## src/rtl/first_counter_enable_gen.sv

```systemverilog
// first_counter_enable_gen
// Programmable enable-strobe generator feeding the enable input of the
// downstream 4-bit up-counter. It divides clk by (div_val + 1) and emits
// one-cycle enable pulses. It runs either continuously (burst_len == 0) or for
// a fixed burst of burst_len pulses. The sequencing logic starts and aborts it
// with start/stop.
//
// Optional build macro: ENABLE_GEN_SYNC_EN
//   When defined, start and stop each pass through a two-flop synchronizer
//   before reaching the FSM. That adds two cycles to every start/stop response.
//   div_val and burst_len are still sampled directly.
//
// Ports:
//   clk        in   single system clock, rising edge
//   reset      in   synchronous active-high reset
//   start      in   level request to begin generating pulses (ignored unless idle)
//   stop       in   level request to abort; wins over start
//   div_val    in   [DIV_W]   pulse period minus 1, latched on accepted start
//   burst_len  in   [BURST_W] pulses per burst, 0 = continuous, latched on start
//   enable     out  registered one-cycle strobe
//   busy       out  registered, high while running or finishing a burst
//   done       out  registered, high with the last pulse of a finite burst
module first_counter_enable_gen #(
    parameter int DIV_W   = 8,
    parameter int BURST_W = 4
) (
    input  logic               clk,
    input  logic               reset,
    input  logic               start,
    input  logic               stop,
    input  logic [DIV_W-1:0]   div_val,
    input  logic [BURST_W-1:0] burst_len,
    output logic               enable,
    output logic               busy,
    output logic               done
);

    typedef enum logic [1:0] {
        ST_IDLE = 2'd0,
        ST_RUN  = 2'd1,
        ST_DONE = 2'd2
    } state_t;

    localparam logic [DIV_W-1:0]   DIV_ZERO   = {DIV_W{1'b0}};
    localparam logic [DIV_W-1:0]   DIV_ONE    = {{(DIV_W-1){1'b0}}, 1'b1};
    localparam logic [BURST_W-1:0] BURST_ZERO = {BURST_W{1'b0}};
    localparam logic [BURST_W-1:0] BURST_ONE  = {{(BURST_W-1){1'b0}}, 1'b1};

    state_t             state_r, state_s;
    logic [DIV_W-1:0]   pre_cnt_r, pre_cnt_s;
    logic [DIV_W-1:0]   div_q_r, div_q_s;
    logic [BURST_W-1:0] pulse_cnt_r, pulse_cnt_s;
    logic [BURST_W-1:0] burst_q_r, burst_q_s;
    logic               enable_r, enable_s;
    logic               busy_r, busy_s;
    logic               done_r, done_s;
    logic               start_s, stop_s;

`ifdef ENABLE_GEN_SYNC_EN
    logic [1:0] start_sync_r;
    logic [1:0] stop_sync_r;

    // Two-flop synchronizers for the request inputs
    always_ff @(posedge clk) begin
        if (reset) begin
            start_sync_r <= 2'b00;
            stop_sync_r  <= 2'b00;
        end else begin
            start_sync_r <= {start_sync_r[0], start};
            stop_sync_r  <= {stop_sync_r[0], stop};
        end
    end

    assign start_s = start_sync_r[1];
    assign stop_s  = stop_sync_r[1];
`else
    assign start_s = start;
    assign stop_s  = stop;
`endif

    // Next-state, counter and output decode
    always_comb begin
        state_s     = state_r;
        pre_cnt_s   = pre_cnt_r;
        pulse_cnt_s = pulse_cnt_r;
        div_q_s     = div_q_r;
        burst_q_s   = burst_q_r;
        enable_s    = 1'b0;
        busy_s      = busy_r;
        done_s      = 1'b0;
        case (state_r)
            ST_IDLE: begin
                // stop wins over a simultaneous start
                if (start_s && !stop_s) begin
                    state_s     = ST_RUN;
                    div_q_s     = div_val;
                    burst_q_s   = burst_len;
                    pre_cnt_s   = DIV_ZERO;
                    pulse_cnt_s = BURST_ZERO;
                    busy_s      = 1'b1;
                end else begin
                    state_s = ST_IDLE;
                    busy_s  = 1'b0;
                end
            end
            ST_RUN: begin
                if (stop_s) begin
                    // abort; a pulse due on this edge is suppressed
                    state_s = ST_IDLE;
                    busy_s  = 1'b0;
                end else if (pre_cnt_r == div_q_r) begin
                    enable_s    = 1'b1;
                    busy_s      = 1'b1;
                    pre_cnt_s   = DIV_ZERO;
                    pulse_cnt_s = pulse_cnt_r + BURST_ONE;
                    // pulse_cnt_s is the number of the pulse being issued now;
                    // in continuous mode it simply wraps
                    if ((burst_q_r != BURST_ZERO) && (pulse_cnt_s == burst_q_r)) begin
                        state_s = ST_DONE;
                        done_s  = 1'b1;
                    end else begin
                        state_s = ST_RUN;
                    end
                end else begin
                    busy_s    = 1'b1;
                    pre_cnt_s = pre_cnt_r + DIV_ONE;
                end
            end
            ST_DONE: begin
                state_s = ST_IDLE;
                busy_s  = 1'b0;
            end
            default: begin
                state_s = ST_IDLE;
                busy_s  = 1'b0;
            end
        endcase
    end

    // State, counters, latched configuration and registered outputs
    always_ff @(posedge clk) begin
        if (reset) begin
            state_r     <= ST_IDLE;
            pre_cnt_r   <= DIV_ZERO;
            pulse_cnt_r <= BURST_ZERO;
            div_q_r     <= DIV_ZERO;
            burst_q_r   <= BURST_ZERO;
            enable_r    <= 1'b0;
            busy_r      <= 1'b0;
            done_r      <= 1'b0;
        end else begin
            state_r     <= state_s;
            pre_cnt_r   <= pre_cnt_s;
            pulse_cnt_r <= pulse_cnt_s;
            div_q_r     <= div_q_s;
            burst_q_r   <= burst_q_s;
            enable_r    <= enable_s;
            busy_r      <= busy_s;
            done_r      <= done_s;
        end
    end

    assign enable = enable_r;
    assign busy   = busy_r;
    assign done   = done_r;

endmodule

```

## config.mk

```make
export PLATFORM = sky130hd
export DESIGN_NAME = first_counter_enable_gen
export DESIGN_NICKNAME = d
export VERILOG_FILES = /design/src/rtl/first_counter_enable_gen.sv
export SDC_FILE = /design/constraint.sdc
export NUM_CORES = 1
export LEC_CHECK = 0
export BUFFER_PORTS_ARGS = -buffer_cell sky130_fd_sc_hd__clkbuf_2
export CORE_UTILIZATION = 59
export DETAILED_ROUTE_END_ITERATION = 10
export PLACE_DENSITY = 0.82
export SYNTH_ARGS = -nofsm -noshare
export SYNTH_HDL_FRONTEND = slang
export SYNTH_SLANG_ARGS = --single-unit
```

## constraint.sdc

```tcl
create_clock -name clk -period 2.8 [get_ports clk]
set_input_delay 0.14 -clock clk [delete_from_list [all_inputs] [get_ports clk]]
set_output_delay 0.14 -clock clk [all_outputs]
set_load 0.05 [all_outputs]
```

==> out/metrics.csv <==
stage,metric,value,unit
setup_path,crit path max fanout,8,
timing,worst-margin pin slew,0.541,ns
timing,Worst Skew,0.00866,ns
synthesis,Post-synth EDFFs,0,
floorplan,row count,17,
routing,First-pass DRT Iterations,4,
synthesis,Yosys top cell area share,0.427,
clocking,cts repair resizes,0,
synthesis,syn avg cell area,8.95,sq um
timing,headroom to the max-slew limit,0.637,
cells_and_area,Final Non-Filler Cells,202,
routing,post-route ant nets,0,
synthesis,largest area contributor in the netlist,dfxtp_1,
clocking,CTS tree,done,
clocking,"Reg clk slew, reported paths",0.10,ns
timing,Hold Slack,0.0146,ns
run,MaxCap Viol Count,0,
pwr,maximum vdd drop,0.412,mV
outcome,status,finished clean,
synthesis,"Seq/Total Area, Yosys",0.427,
place,IO buf count,18,
floorplan,core footprint,2190,sq um
grt,vias in the first global route,1108,
setup_path,WS Path Type,register to register,
place,dpl cells,194,
floorplan,Die Y-Extent,50.0,um
place,Detailed Place HPWL,2030,um
synthesis,Synth Cell Area,1360,sq um
pwr,Leak,0.639,nW
clocking,# hold bufs at CTS,0,
synthesis,Synth async-reset ratio,0,
cells_and_area,filler instances,172,
routing,routed len/inst,13.8,um
setup_path,CP Launch Type,register,
floorplan,Ports,19,
timing,Setup-failing EPs final,0,
grt,total track usage,0.270,
grt,first-pass GRT wire length,4840,um
routing,Vias,1143,
synthesis,Synth Register Bits,29,
timing,endpoints failing hold,0,
clocking,H-tree levels,2,
routing,vias per cell,5.66,
timing,RSZ-0062 raised after global routing,no,
clocking,maximum clock insertion buffer count,2,
clocking,# Post-CTS Setup Buffers,0,
hold_path,worst hold path type,primary input to register,
routing,final routed DRC violation total,0,
floorplan,Chip Width,50.0,um
synthesis,Post-Syn Instances,152,
grt,largest net degree at the start of global routing,24,
grt,initial antenna violation count,0,
floorplan,die area,2500,sq um
synthesis,synth top area cells,"dfxtp_1 43%, xor2_1 8.4%, nand2_1 8.3%",
pwr,power density cells,505,nW/um^2
setup_path,Crit. End Element,register,
cells_and_area,share of cells above drive strength 1,0.218,
cells_and_area,n_diodes,0,
place,gp weighted congestion,0.925,
setup_path,Worst EP required,3.05,ns
timing,fin crit share,0.624,
routing,DR iter-0 viols,40,
clocking,Skew-Pair Late Insertion Delay,0.34,ns
synthesis,Syn Nets,170,
timing,final worst path period need,1.75,ns
synthesis,Yosys warnings,0,
floorplan,initial core utilization,0.621,
synthesis,dominant synthesized flop cell,dfxtp_1,
timing,fmax,572,MHz
setup_path,crit path DAT,1.99,ns
cells_and_area,P&R area growth vs syn,12.3,%
clocking,TritonCTS Sinks,29,
grt,total gr overflow,0,
routing,Routed WL,2800,um
timing,Max Transition Viols Final,0,
clocking,root buffer cell,clkbuf_4,
cells_and_area,Final #Nets,191,
clocking,cts bufs inserted,5,
timing,setup_tns,0,ns
synthesis,post-synth cell types,41,
## stage by stage
stage	setup WS (ns)	instance area, sq um	util	total power [mW]
after detailed placement	1.09	1470	0.672	0.529
after global routing	0.966	1530	0.697	0.803
after CTS	1.06	1530	0.697	0.777
after global placement	1.16	1470	0.672	0.526
final	1.05	1530	0.697	0.771
after floorplan	1.18	1360	-	0.502
## state kept, by name, summed over array words and instances (netlist names)
signal / cells
burst_q_r: 4
busy: 1
div_q_r: 8
done: 1
enable: 1
pre_cnt_r: 8
pulse_cnt_r: 4
state_r: 2
## layout make-up
type	count	area (sq um)	share of cell area
inverter	3	11.3	0.00737
sequential	29	581	0.380
clock buffer	5	37.5	0.0246
tap	28	35.0	0.0229
clock inverter	3	17.5	0.0115
multi-input combinational	115	748	0.490
timing repair buffer	19	97.6	0.0639
## Yosys cell counts (2+ instances only)
cell type / count
nand2_1: 30
dfxtp_1: 29
a21oi_1: 16
xor2_1: 13
nor2_1: 10
nand3_1: 5
clkbuf_1: 4
and2_1: 3
inv_1: 3
ha_1: 2
nand3b_1: 2
nor3_1: 2
nor3b_1: 2
nor4_4: 2
o21ai_0: 2
xnor2_1: 2
## metal layers
| metal | track usage | share of wire | vias to the layer above |
|---|---|---|---|
| li1 | - | - | 568 |
| met1 | 0.315 | 0.44 | 542 |
| met2 | 0.424 | 0.50 | 27 |
| met3 | 0.0926 | 0.039 | 6 |
| met4 | 0.152 | 0.020 | 0 |
| met5 | 0 | 0 | - |
## path summary, 6_finish.rpt
check,slack (ns),depth (start not counted),end,start
worst max register to register,1.05,5,pulse_cnt_r[1],pre_cnt_r[2]
worst min-delay path,0.01,3,burst_q_r[2],burst_len[2]
worst max-delay path,1.05,5,pulse_cnt_r[1],pre_cnt_r[2]
worst min register to register,0.48,2,div_q_r[4],div_q_r[4]
## cell families (layout without fill, tap and decap cells)
| family | after synthesis | count (layout) | synth area share |
|---|---|---|---|
| AND/OR/NAND/NOR | 65 | 65 | 0.259 |
| AO/OA/AOI/OAI | 31 | 31 | 0.155 |
| flip-flops | 29 | 29 | 0.427 |
| XOR/XNOR | 15 | 15 | 0.0966 |
| buffers and inverters | 8 | 30 | 0.0276 |
| adder cells (fa/ha/maj) | 2 | 2 | 0.0184 |
| multiplexers | 2 | 2 | 0.0156 |
## layout by cell type (no fill, tap or decap), drive strengths merged, types with 2 or more instances in the layout
cell    instances
xnor2           2
nor3            3
nand3           5
inv             3
clkbuf         23
nand3b          2
ha              2
and2            3
clkinv          2
nor2           10
nand2          31
and3            2
o21ai           4
nor4            2
dfxtp          29
nor3b           2
xor2           13
a21oi          16
## power by group
part | internal (mW) | switching [mW] | total, mW
registers | 0.423 | 0.00929 | 0.432
clock network | 0.0944 | 0.156 | 0.251
logic | 0.0340 | 0.0540 | 0.0881
## worst max-delay path, stage by stage, from the launching register on
cell	delay (ns)
dfxtp_1	0.49
xor2_1	0.15
nor4_4	0.39
a21boi_2	0.16
o21ai_2	0.24
a2bb2o_4	0.23
(Power assumes the default switching activity.)
